File: src/rtl/imem_fetch_ctrl.sv
// Instruction fetch controller: walks a fetch pointer through instruction
// memory, buffers up to two fetched {instr, pc} entries for decode, and
// handles halt, redirect and illegal-address faults.
//
// Handshake: an entry moves to decode on every cycle where instr_valid=1 and
// instr_ready=1. instr_valid does not depend on instr_ready. instr and
// instr_pc stay stable while instr_valid=1 and instr_ready=0, unless a
// redirect or reset flushes the buffer.
module imem_fetch_ctrl #(
  parameter logic [31:0] RESET_PC   = 32'h0000_0000,
  parameter int          IMEM_WORDS = 32
) (
  input  logic        clk,
  input  logic        rst,
  output logic [31:0] imem_addr,
  input  logic [31:0] imem_instr,
  input  logic        halt,
  input  logic        redirect,
  input  logic [31:0] redirect_pc,
  output logic        instr_valid,
  input  logic        instr_ready,
  output logic [31:0] instr,
  output logic [31:0] instr_pc,
  output logic        fault,
  output logic [1:0]  dbg_state
);

  typedef enum logic [1:0] {
    RUN    = 2'd0,
    HALTED = 2'd1,
    FAULT  = 2'd2
  } state_t;

  localparam logic [31:0] WORDS = 32'(IMEM_WORDS);

  state_t      state;
  logic [31:0] fpc;
  logic [1:0]  count;
  logic [31:0] e0_instr, e0_pc;
  logic [31:0] e1_instr, e1_pc;

  logic fpc_legal;
  logic rpc_legal;
  logic pop;
  logic fetch;

  // Address legality, handshake and fetch decision for this cycle.
  always_comb begin
    fpc_legal = (fpc[1:0] == 2'b00) && ((fpc >> 2) < WORDS);
    rpc_legal = (redirect_pc[1:0] == 2'b00) && ((redirect_pc >> 2) < WORDS);
    pop       = (count != 2'd0) && instr_ready;
    fetch     = (state == RUN) && !halt && !redirect && fpc_legal &&
                ((count != 2'd2) || pop);
  end

  // Outputs: memory address follows the fetch pointer; head entry or zeros.
  always_comb begin
    imem_addr   = fpc;
    instr_valid = (count != 2'd0);
    instr       = (count != 2'd0) ? e0_instr : 32'd0;
    instr_pc    = (count != 2'd0) ? e0_pc    : 32'd0;
    dbg_state   = state;
  end

  // Control FSM: fetch pointer, state and sticky fault flag.
  always_ff @(posedge clk or posedge rst) begin
    if (rst) begin
      state <= RUN;
      fpc   <= RESET_PC;
      fault <= 1'b0;
    end else if (redirect) begin
      // Redirect wins in every state and decides the next state by target.
      fpc <= redirect_pc;
      if (!rpc_legal) begin
        state <= FAULT;
        fault <= 1'b1;
      end else begin
        state <= halt ? HALTED : RUN;
        fault <= 1'b0;
      end
    end else begin
      case (state)
        RUN: begin
          if (!fpc_legal) begin
            state <= FAULT;
            fault <= 1'b1;
          end else if (halt) begin
            state <= HALTED;
          end else if (fetch) begin
            fpc <= fpc + 32'd4;
          end
        end
        HALTED: begin
          if (!halt) state <= RUN;
        end
        default: begin
          // FAULT holds until a legal redirect or reset.
          state <= FAULT;
        end
      endcase
    end
  end

  // Two-entry buffer: pop shifts entry 1 to the head, push fills the next slot.
  always_ff @(posedge clk or posedge rst) begin
    if (rst) begin
      count    <= 2'd0;
      e0_instr <= 32'd0;
      e0_pc    <= 32'd0;
      e1_instr <= 32'd0;
      e1_pc    <= 32'd0;
    end else if (redirect) begin
      count <= 2'd0;
    end else begin
      case ({pop, fetch})
        2'b10: begin
          e0_instr <= e1_instr;
          e0_pc    <= e1_pc;
          count    <= count - 2'd1;
        end
        2'b01: begin
          if (count == 2'd0) begin
            e0_instr <= imem_instr;
            e0_pc    <= fpc;
          end else begin
            e1_instr <= imem_instr;
            e1_pc    <= fpc;
          end
          count <= count + 2'd1;
        end
        2'b11: begin
          if (count == 2'd1) begin
            e0_instr <= imem_instr;
            e0_pc    <= fpc;
          end else begin
            e0_instr <= e1_instr;
            e0_pc    <= e1_pc;
            e1_instr <= imem_instr;
            e1_pc    <= fpc;
          end
        end
        default: begin
          count <= count;
        end
      endcase
    end
  end

endmodule
File: config.mk
export PLATFORM = sky130hd
export DESIGN_NAME = imem_fetch_ctrl
export DESIGN_NICKNAME = d
export VERILOG_FILES = /design/src/rtl/imem_fetch_ctrl.sv
export SDC_FILE = /design/constraint.sdc
export NUM_CORES = 1
export LEC_CHECK = 0
export ABC_AREA = 1
export CORE_ASPECT_RATIO = 1.5
export CORE_UTILIZATION = 44
export DETAILED_ROUTE_END_ITERATION = 10
export GPL_TIMING_DRIVEN = 0
export PLACE_DENSITY = 0.66
export RECOVER_POWER = 50
export SYNTH_ARGS = -nofsm -noshare
export SYNTH_HDL_FRONTEND = slang
export SYNTH_SLANG_ARGS = --single-unit
File: constraint.sdc
create_clock -name clk -period 13.4 [get_ports clk]
set_input_delay 4.02 -clock clk [delete_from_list [all_inputs] [get_ports clk]]
set_output_delay 4.02 -clock clk [all_outputs]
set_load 0.02 [all_outputs]
---- After elaboration in Yosys (flattened, before gate mapping) ----
Cells that the tools add are included.
storage, ports and cells
  register bits after elaboration ......... 165
  input port bits ......................... 69
  output and inout port bits .............. 100
  logic and storage cells ................. 85
operators by class
  add/subtract/negate cells ............... 3
  magnitude comparators ................... 2
  eq/ne operators ......................... 13
  multiplexer cells ....................... 32
  bitwise gates (word level) .............. 1
  reduce and logical (&&, ||, !) cells .... 26
operators by type and width
  kind                                                                     count
  32-bit two-way mux                                                       15
  32-bit case mux with 3 select lines                                      2
  32-bit case mux with 2 select lines                                      2
  30-bit by 6-bit < comparator with 1-bit output, second input constant    2
  32-bit by 3-bit adder with 32-bit output, second input constant          1
  2-bit two-way mux                                                        6
  2-bit inequality test, second input constant                             5
  2-bit nonzero test                                                       5
  2-bit zero test                                                          4
  2-bit case mux with 2 select lines                                       2
  4-bit AND reduction                                                      2
  1-bit logical AND                                                        7
  2-bit by 1-bit == test with 1-bit output, second input constant          3
  3-bit nonzero test                                                       2
  1-bit two-way mux                                                        5
  2-bit == test, second input constant                                     2
  4-bit inequality test, second input constant                             1
  2-bit AND reduction                                                      2
  3-bit inequality test, second input constant                             1
  3-bit AND reduction                                                      1
  2-bit by 1-bit adder with 2-bit output, second input constant            1
  1-bit zero test                                                          2
  2-bit by 1-bit inequality test with 1-bit output, second input constant  1
  2-bit by 1-bit subtractor with 2-bit output, second input constant       1
  2 further kinds                                                          2

---- Depth between registers and ports, before layout ----
Gate-level depths: netlist of run 1.
  word-level depth ........................ 10
  gate-level depth with buffers ........... 15
  gate-level depth less buffers ........... 12

---- Worst setup path after synthesis of run 1 ----
OpenSTA, ideal clock, no wires.
  path type ............................... register to output
  start point ............................. register count[0]
  end point ............................... output port instr[10]
  arrival ................................. 1.383 ns
  required time ........................... 9.380 ns
  slack ................................... 7.997 ns
  cell stages (with the launch flop) ...... 6
  buffers on the path ..................... 2
  cells stage by stage .................... dfrtp_1 -> inv_1 -> ha_1 -> clkbuf_1 -> clkbuf_1 -> nor2_1
between the ends
  cells in the longest elaborated chain, start to end .. 2
ends and longest elaborated chain
  what                    RTL line  text
  from (decl)             38        logic [1:0] count;
  from (signal assigned)  119       count <= count - 2'd1;
  from (signal assigned)  129       count <= count + 2'd1;
  from (signal assigned)  143       count <= count;
  2-bit nonzero test      60        instr = (count != 2'd0) ? e0_instr : 32'd0;
  32-bit two-way mux      60
  to (decl)               22        output logic [31:0] instr,
Every way passes these cells.

---- Final worst setup path of run 1 ----
  start point ............................. register count[0]
  end point ............................... output port instr_pc[14]
between the ends
  cells in the longest elaborated chain, start to end .. 2
ends and longest elaborated chain
  what                RTL line  text
  2-bit nonzero test  61        instr_pc = (count != 2'd0) ? e0_pc : 32'd0;
  32-bit two-way mux  61
  to (decl)           23        output logic [31:0] instr_pc,
Every way passes these cells.

==> results of run 1 <==
cell families (layout without fill, tap and decap cells):
group | Yosys count | in the layout
simple gates | 793 | 793
buf+inv | 233 | 433
flops | 165 | 165
mux | 60 | 60
compound gates | 33 | 33
fa+ha+maj | 4 | 4
xor+xnor | 2 | 2
per-stage QoR:
stage	instances	worst slack (ps)	hold WS, ps
2_1_floorplan	1290	4920	449
3_3_place_gp	1721	2510	461
3_5_place_dp	1722	6710	465
4_1_cts	1754	6230	484
5_1_grt	1754	6130	491
6_report	1754	6310	479
placed cells by master, fill, tap and decap left out, drive strengths merged, types with 8 or more instances in the layout:
cell and instances:
nand2 606, dfrtp 165, inv 154, clkdlybuf4s50 149
nor2 102, mux2 60, buf 45, clkbuf 45
nand4 42, nand3 35, dlygate4sd3 18, o21ai 18
clkinv 17, a21oi 8
sequential cells by signal (all words and copies together), names as in the netlist:
| register | cells |
|---|---|
| count | 2 |
| dbg_state | 2 |
| e0_instr | 32 |
| e0_pc | 32 |
| e1_instr | 32 |
| e1_pc | 32 |
| fault | 1 |
| imem_addr | 32 |
worst min path at each step:
| stage | start | endpoint | slack [ps] | cells past startpoint |
|---|---|---|---|---|
| 2_1_floorplan | e0_pc[0] | e0_pc[0] | 450 | 2 |
| 3_3_place_gp | e0_instr[19] | e0_instr[19] | 460 | 2 |
| 3_5_place_dp | e0_pc[20] | e0_pc[20] | 460 | 2 |
| 4_1_cts | e0_pc[20] | e0_pc[20] | 480 | 2 |
| 5_1_grt | e0_instr[15] | e0_instr[15] | 490 | 2 |
| 6_report | e0_instr[12] | e0_instr[12] | 480 | 2 |
layer usage:
metal	up-vias	wire (um)	global-route usage
li1	4292	-	-
met1	4008	10400	0.294
met2	201	13600	0.450
met3	27	1230	0.0451
met4	0	369	0.0652
met5	-	0	0
final cells by class:
cell class	instances	area share
plain buffers	72	0.0305
multi-input cells	892	0.346
well taps	264	0.0280
clock buffers	17	0.0360
repair buffers	168	0.144
flip-flops and latches	165	0.350
inverters	161	0.0514
clock inverters	15	0.0144
where the power goes:
group	switching (mW)	total (mW)	leakage, nW	internal [mW]
logic	0.0454	0.0839	3.68	0.0384
clock network	0.224	0.504	0.292	0.280
registers	0.0117	0.518	2.21	0.507
critical path: stages, from the launching register on:
cell             delay, ps
dfrtp_1                400
inv_1                  110
ha_1                   230
clkbuf_1               690
clkbuf_1               470
nor2_1                 160
clkdlybuf4s50_1        570
==> summary.md, run 1 <==
| Metric | Value |
|---|---|
| Area leader, netlist | `dfrtp_1` |
| Synth Area in Simple Gates | `0.347` |
| FF+latch area | `0.00413 sq mm` |
| Clock sink count | `165` |
| Total number of vias | `8528` |
| Slew Limit Fails | `72` |
| Status | `finished, violations left` |
| Async SR Flop Fraction | `1.00` |
| Max cap viols | `1` |
| CP arrival | `3070 ps` |
| Skew-Pair Late Insertion Delay | `430 ps` |
| Pleak | `6.19 nW` |
| Rel. slew slack | `-1.26` |
| Main combinational cell family by area after synthesis | `simple AND/OR/NAND/NOR gates` |
| GP Congestion | `0.814` |
| CP Capture Type | `primary output` |
| Final setup fails | `0` |
| Largest net degree at the start of global routing | `95` |
| Crit path capture | `instr_pc[14]` |
| Share of cells above drive strength 1 | `0.0966` |
| Final hold vios | `0` |
| Synth Net Count | `1363` |
| PwrDens | `93.6 mW/mm^2` |
| Main synth FF type | `dfrtp_1` |
| DR vias/cell | `4.86` |
| Clk root buf | `clkbuf_16` |
| Reg2Reg Depth | `11` |
| Area of the mapped netlist | `0.00923 sq mm` |
| Critical path class | `reg -> out` |
| Most frequent cell after synthesis | `nand2_1` |
| Area share of the largest cell type after synthesis | `0.447` |
| CTS max path bufs | `2` |
| Register area share after synthesis | `0.447` |
| Synth warn | `0` |
| CTS buffer count | `17` |
| CP Data Required Time | `9380 ps` |
| Syn Inst Count | `1290` |
| Die Span X | `120 um` |
| Reg-to-Reg End | `e1_instr[28]` |
| Avg Cell Area, Syn | `7.16 sq um` |
| CP max FO | `10` |
| CTS Hold Bufs | `0` |
| CP Launch Point | `count[0]` |
| Port bufs | `167` |
| Post-cts sizing count | `0` |
| Vias in the first global route | `8197` |
| Setup total negative slack | `0 ps` |
| Total power | `1.11 mW` |
| R2r startpoint | `imem_addr[22]` |
| Post-detailed-route wirelength per cell | `14.6 um` |
| Area taken by multi-input logic gates | `0.00409 sq mm` |
| Top cells by area, synth | `dfrtp_1, nand2_1, mux2_2, inv_1, nor2_1` |
| Placed Area | `0.0113 sq mm` |
| Reg2Reg Setup Slack | `10350 ps` |
| Final core occ | `0.576` |
| Initial DRC count | `521` |
| Worst-path clk slew | `70 ps` |
| Synthesized flop and latch total | `165` |
| Crit path time final | `7090 ps` |
| First-pass GRT wire length | `41.6 mm` |
| Global route overflow | `0` |
| # diodes | `0` |
| Post-route cell area | `0.0118 sq mm` |
| Post-synthesis mux area share | `0.0732` |
| Synth Area in XOR/XNOR | `0.00190` |
| Fmax | `141 MHz` |
| Final Cycle Share | `0.529` |
| Drt drc | `0` |
| Initial core utilization | `0.450` |
| Synth-to-Final Area Change | `27.9%` |
| Row count | `64` |
| Compound-Gate Fraction of Synth Area | `0.0197` |
| Fin nets | `1550` |
| H-tree Lvls | `4` |
| Failing checks | `capacitance limit, slew limit` |
| DRT Wirelength | `25.6 mm` |
| Synth cell count leaders | `nand2_1, dfrtp_1, inv_1, nor2_1, mux2_2` |
| DR pass1 iterations | `5` |
| Die area | `0.0216 sq mm` |
| Slew @ Worst Pin | `3380 ps` |
| Core Area | `0.0205 sq mm` |
| Total GRT Usage | `0.247` |
| Antenna viol nets, final | `0` |
| Die height | `179 um` |
| Postcts setup bufs | `0` |
| Fillers | `2044` |
| HPWL reported at the end of detailed placement | `18.6 mm` |
| Startpoint Class | `flop` |
| Antenna violations before repair | `0` |
| Layout Skew | `6.62 ps` |
| Post-synth EDFFs | `0` |
| Peak VDD IR | `61.4 uV` |
| Number of I/O pins | `169` |
| Adder-Cell Fraction of Synth Area | `0.00542` |
| RSZ-0062 raised after global routing | `false` |
| Min-delay worst type | `reg -> reg` |
| Unique masters post-synth | `34` |
| CTS tree | `built` |
Power figures use the tool's default switching activity.
==> run 2: changes to the inputs <==
- clock period: 13.4 -> 7.4 ns (I/O delays scaled with it)
==> results of run 2 <==
Same layout as run 1 (identical final DEF). Status: finished, violations left: capacitance limit, slew limit.
Among the figures that moved: setup slack after placement 6710 ps -> 2510 ps; setup slack after layout 6310 ps -> 2110 ps; register-to-register setup slack 10350 ps -> 4350 ps; total power 1.11 mW -> 2.00 mW; worst IR drop on VDD 61.4 uV -> 111 uV
==> run 3: changes to the inputs <==
- clock period: 7.4 -> 5.46 ns (I/O delays scaled with it)
==> run 3 against run 2 <==
  * The flow still finishes with violations (capacitance limit, slew limit)
  * Sequential share of layout area is essentially flat
  * Combinational power grew 36%
  * Clock skew grew 8.5 ps
  * Global-route usage is 0.088 points lower
  * Core utilization about the same
  * Count of clock-buffer cells in the layout rose by 1
  * Worst hold slack about the same
  * Critical path depth did not move
  * Non-clock buffer count grew 3
  * Critical endpoint unchanged
  * Largest cell class unchanged
  * Highest routed layer unchanged
==> summary.md, run 3 (synthesis results as in run 1) <==
| Metric | Value |
|---|---|
| Status | `finished, violations left` |
| Failing checks | `capacitance limit, slew limit` |
| Slowest cell delay on critical path | `690 ps (about the same)` |
| Final setup fails | `0 (unchanged)` |
| DRT Wirelength | `25.5 mm (-0.27%)` |
| Total number of vias | `8508 (-0.23%)` |
| Skew-Pair Late Insertion Delay | `440 ps (about the same)` |
| Startpoint Class | `flop` |
| Die area | `0.0216 sq mm (unchanged)` |
| First-pass GRT wire length | `41.6 mm (-0.12%)` |
| Layout Skew | `15.1 ps (+8.50 ps)` |
| Most common cell after layout, fill and taps aside | `nand2_1` |
| Antenna viol nets, final | `0 (unchanged)` |
| Die height | `179 um (unchanged)` |
| Worst Hold Slack | `479 ps (+0.236 ps)` |
| Max cap viols | `2 (+1)` |
| RSZ-0062 raised after global routing | `false` |
| Peak VDD IR | `204 uV` |
| GP Congestion | `0.804 (-1.3%)` |
| Final Cycle Share | `0.858` |
| Fin nets | `1553 (+0.19%)` |
| Top cell by count, worst path | `clkbuf_1` |
| Vias in the first global route | `8214 (+0.21%)` |
| Area taken by multi-input logic gates | `0.00409 sq mm (about the same)` |
| # diodes | `0 (unchanged)` |
| Postcts setup bufs | `0 (unchanged)` |
| Number of I/O pins | `169 (unchanged)` |
| Post-detailed-route wirelength per cell | `14.5 um (-0.44%)` |
| CP cell instances | `inv_1, ha_1, clkbuf_1, clkbuf_1, nor2_1, clkdlybuf4s50_1` |
| Crit path max-delay family | `buffers and inverters` |
| CP arrival | `3040 ps (-30 ps)` |
| Drt drc | `0 (unchanged)` |
| CP Capture Type | `primary output` |
| Initial DRC count | `449 (-14%)` |
| Reg2Reg Setup Slack | `2490 ps` |
| Clock sink count | `165 (unchanged)` |
| Reg2Reg Depth | `11 (unchanged)` |
| Cell count along the critical path | `6 (unchanged)` |
| PwrDens | `226 mW/mm^2` |
| Setup total negative slack | `0 ps (unchanged)` |
| Pleak | `6.18 nW (-0.11%)` |
| Fillers | `2016 (-1.4%)` |
| FF+latch area | `0.00413 sq mm (unchanged)` |
| Worst path slowest cell | `clkbuf_1` |
| Fmax | `214 MHz` |
| Rel. slew slack | `-0.330 (+0.934)` |
| H-tree Lvls | `4 (unchanged)` |
| Die Span X | `120 um (unchanged)` |
| Reg-to-Reg End | `e1_pc[9]` |
| CP max FO | `10 (unchanged)` |
| CTS buffer count | `17 (unchanged)` |
| DR pass1 iterations | `5 (unchanged)` |
| Largest net degree at the start of global routing | `44 (-54%)` |
| CTS tree | `built` |
| Worst-path clk slew | `70 ps (about the same)` |
| Slew Limit Fails | `66 (-8.3%)` |
| CTS max path bufs | `2 (unchanged)` |
| DR vias/cell | `4.84 (-0.40%)` |
| Total GRT Usage | `0.246 (-0.000878)` |
| Most frequent cells in the layout | `nand2_1, dfrtp_1, inv_1, clkdlybuf4s50_1, nor2_1` |
| CTS Hold Bufs | `0 (unchanged)` |
| Row count | `64 (unchanged)` |
| Global route overflow | `0 (unchanged)` |
| Critical path class | `reg -> out` |
| R2r startpoint | `imem_addr[20]` |
| Synth-to-Final Area Change | `27.9% (about the same)` |
| Final hold vios | `0 (unchanged)` |
| Initial core utilization | `0.450 (unchanged)` |
| WP buf/inv | `4 (unchanged)` |
| Clk root buf | `clkbuf_16` |
| Share of cells above drive strength 1 | `0.0985 (+0.00182)` |
| Crit path capture | `instr_pc[14]` |
| Antenna violations before repair | `0 (unchanged)` |
| Crit path time final | `4680 ps` |
| Hold depth | `2 (unchanged)` |
| Core Area | `0.0205 sq mm (unchanged)` |
| Port bufs | `167 (unchanged)` |
| HPWL reported at the end of detailed placement | `18.9 mm (+2.0%)` |
| CP Data Required Time | `3820 ps` |
| Min-delay worst type | `reg -> reg` |
| CP Launch Point | `count[0]` |
| Slew @ Worst Pin | `2000 ps (-1380 ps)` |
| Post-cts sizing count | `0 (unchanged)` |
## run 3: layer usage
| metal | track usage | wire length, um | vias to the layer above | part of all wire |
|---|---|---|---|---|
| met5 | 0 | 0 | - | 0 |
| met4 | 0.0756 | 481 | 0 | 0.019 |
| met3 | 0.0412 | 947 | 32 | 0.037 |
| met2 | 0.448 | 13300 | 182 | 0.52 |
| met1 | 0.292 | 10700 | 3992 | 0.42 |
| li1 | - | - | 4302 | - |
## run 3: final cells by class
type / count / area share
Timing Repair Buffer: 171 / 0.146
Clock inverter: 14 / 0.0109
Buffer: 72 / 0.0306
Multi-Input combinational cell: 892 / 0.346
Inverter: 161 / 0.0514
Tap cell: 264 / 0.0280
Sequential cell: 165 / 0.350
Clock buffer: 18 / 0.0372
## run 3: how the worst min path moves through the flow
stage / start / endpoint / slack (ps)
finish: e0_instr[21] / e0_instr[21] / 480
global route: e0_instr[16] / e0_instr[16] / 500
CTS: e0_pc[22] / e0_pc[22] / 480
detailed placement: e0_instr[17] / e0_instr[17] / 460
global placement: e0_instr[18] / e0_instr[18] / 460
floorplan: e0_pc[0] / e0_pc[0] / 450
## run 3: power by group
part	leakage (nW)	total, mW	switching [mW]	internal (mW)
Clock	0.273	1.18	0.567	0.617
Sequential	2.21	1.27	0.0292	1.24
Combinational	3.70	0.207	0.112	0.0945
Total	6.18	2.66	0.709	1.95
## run 3: stage by stage
step	cells	area [sq um]	util	worst slack, ps	power [mW]
after floorplan	1290	9240	-	1720	1.37
after CTS	1757	11900	0.580	743	2.69
after global placement	1721	11200	0.548	188	1.51
final	1757	11800	0.576	777	2.66
after detailed placement	1725	11300	0.552	1220	1.51
after global routing	1757	11800	0.576	510	2.75
## run 3: tightest hold or removal path, delay by kind of cell (launching register included)
family,cells,cell delay (ps)
flip-flops,1,350
AND/OR/NAND/NOR,2,100
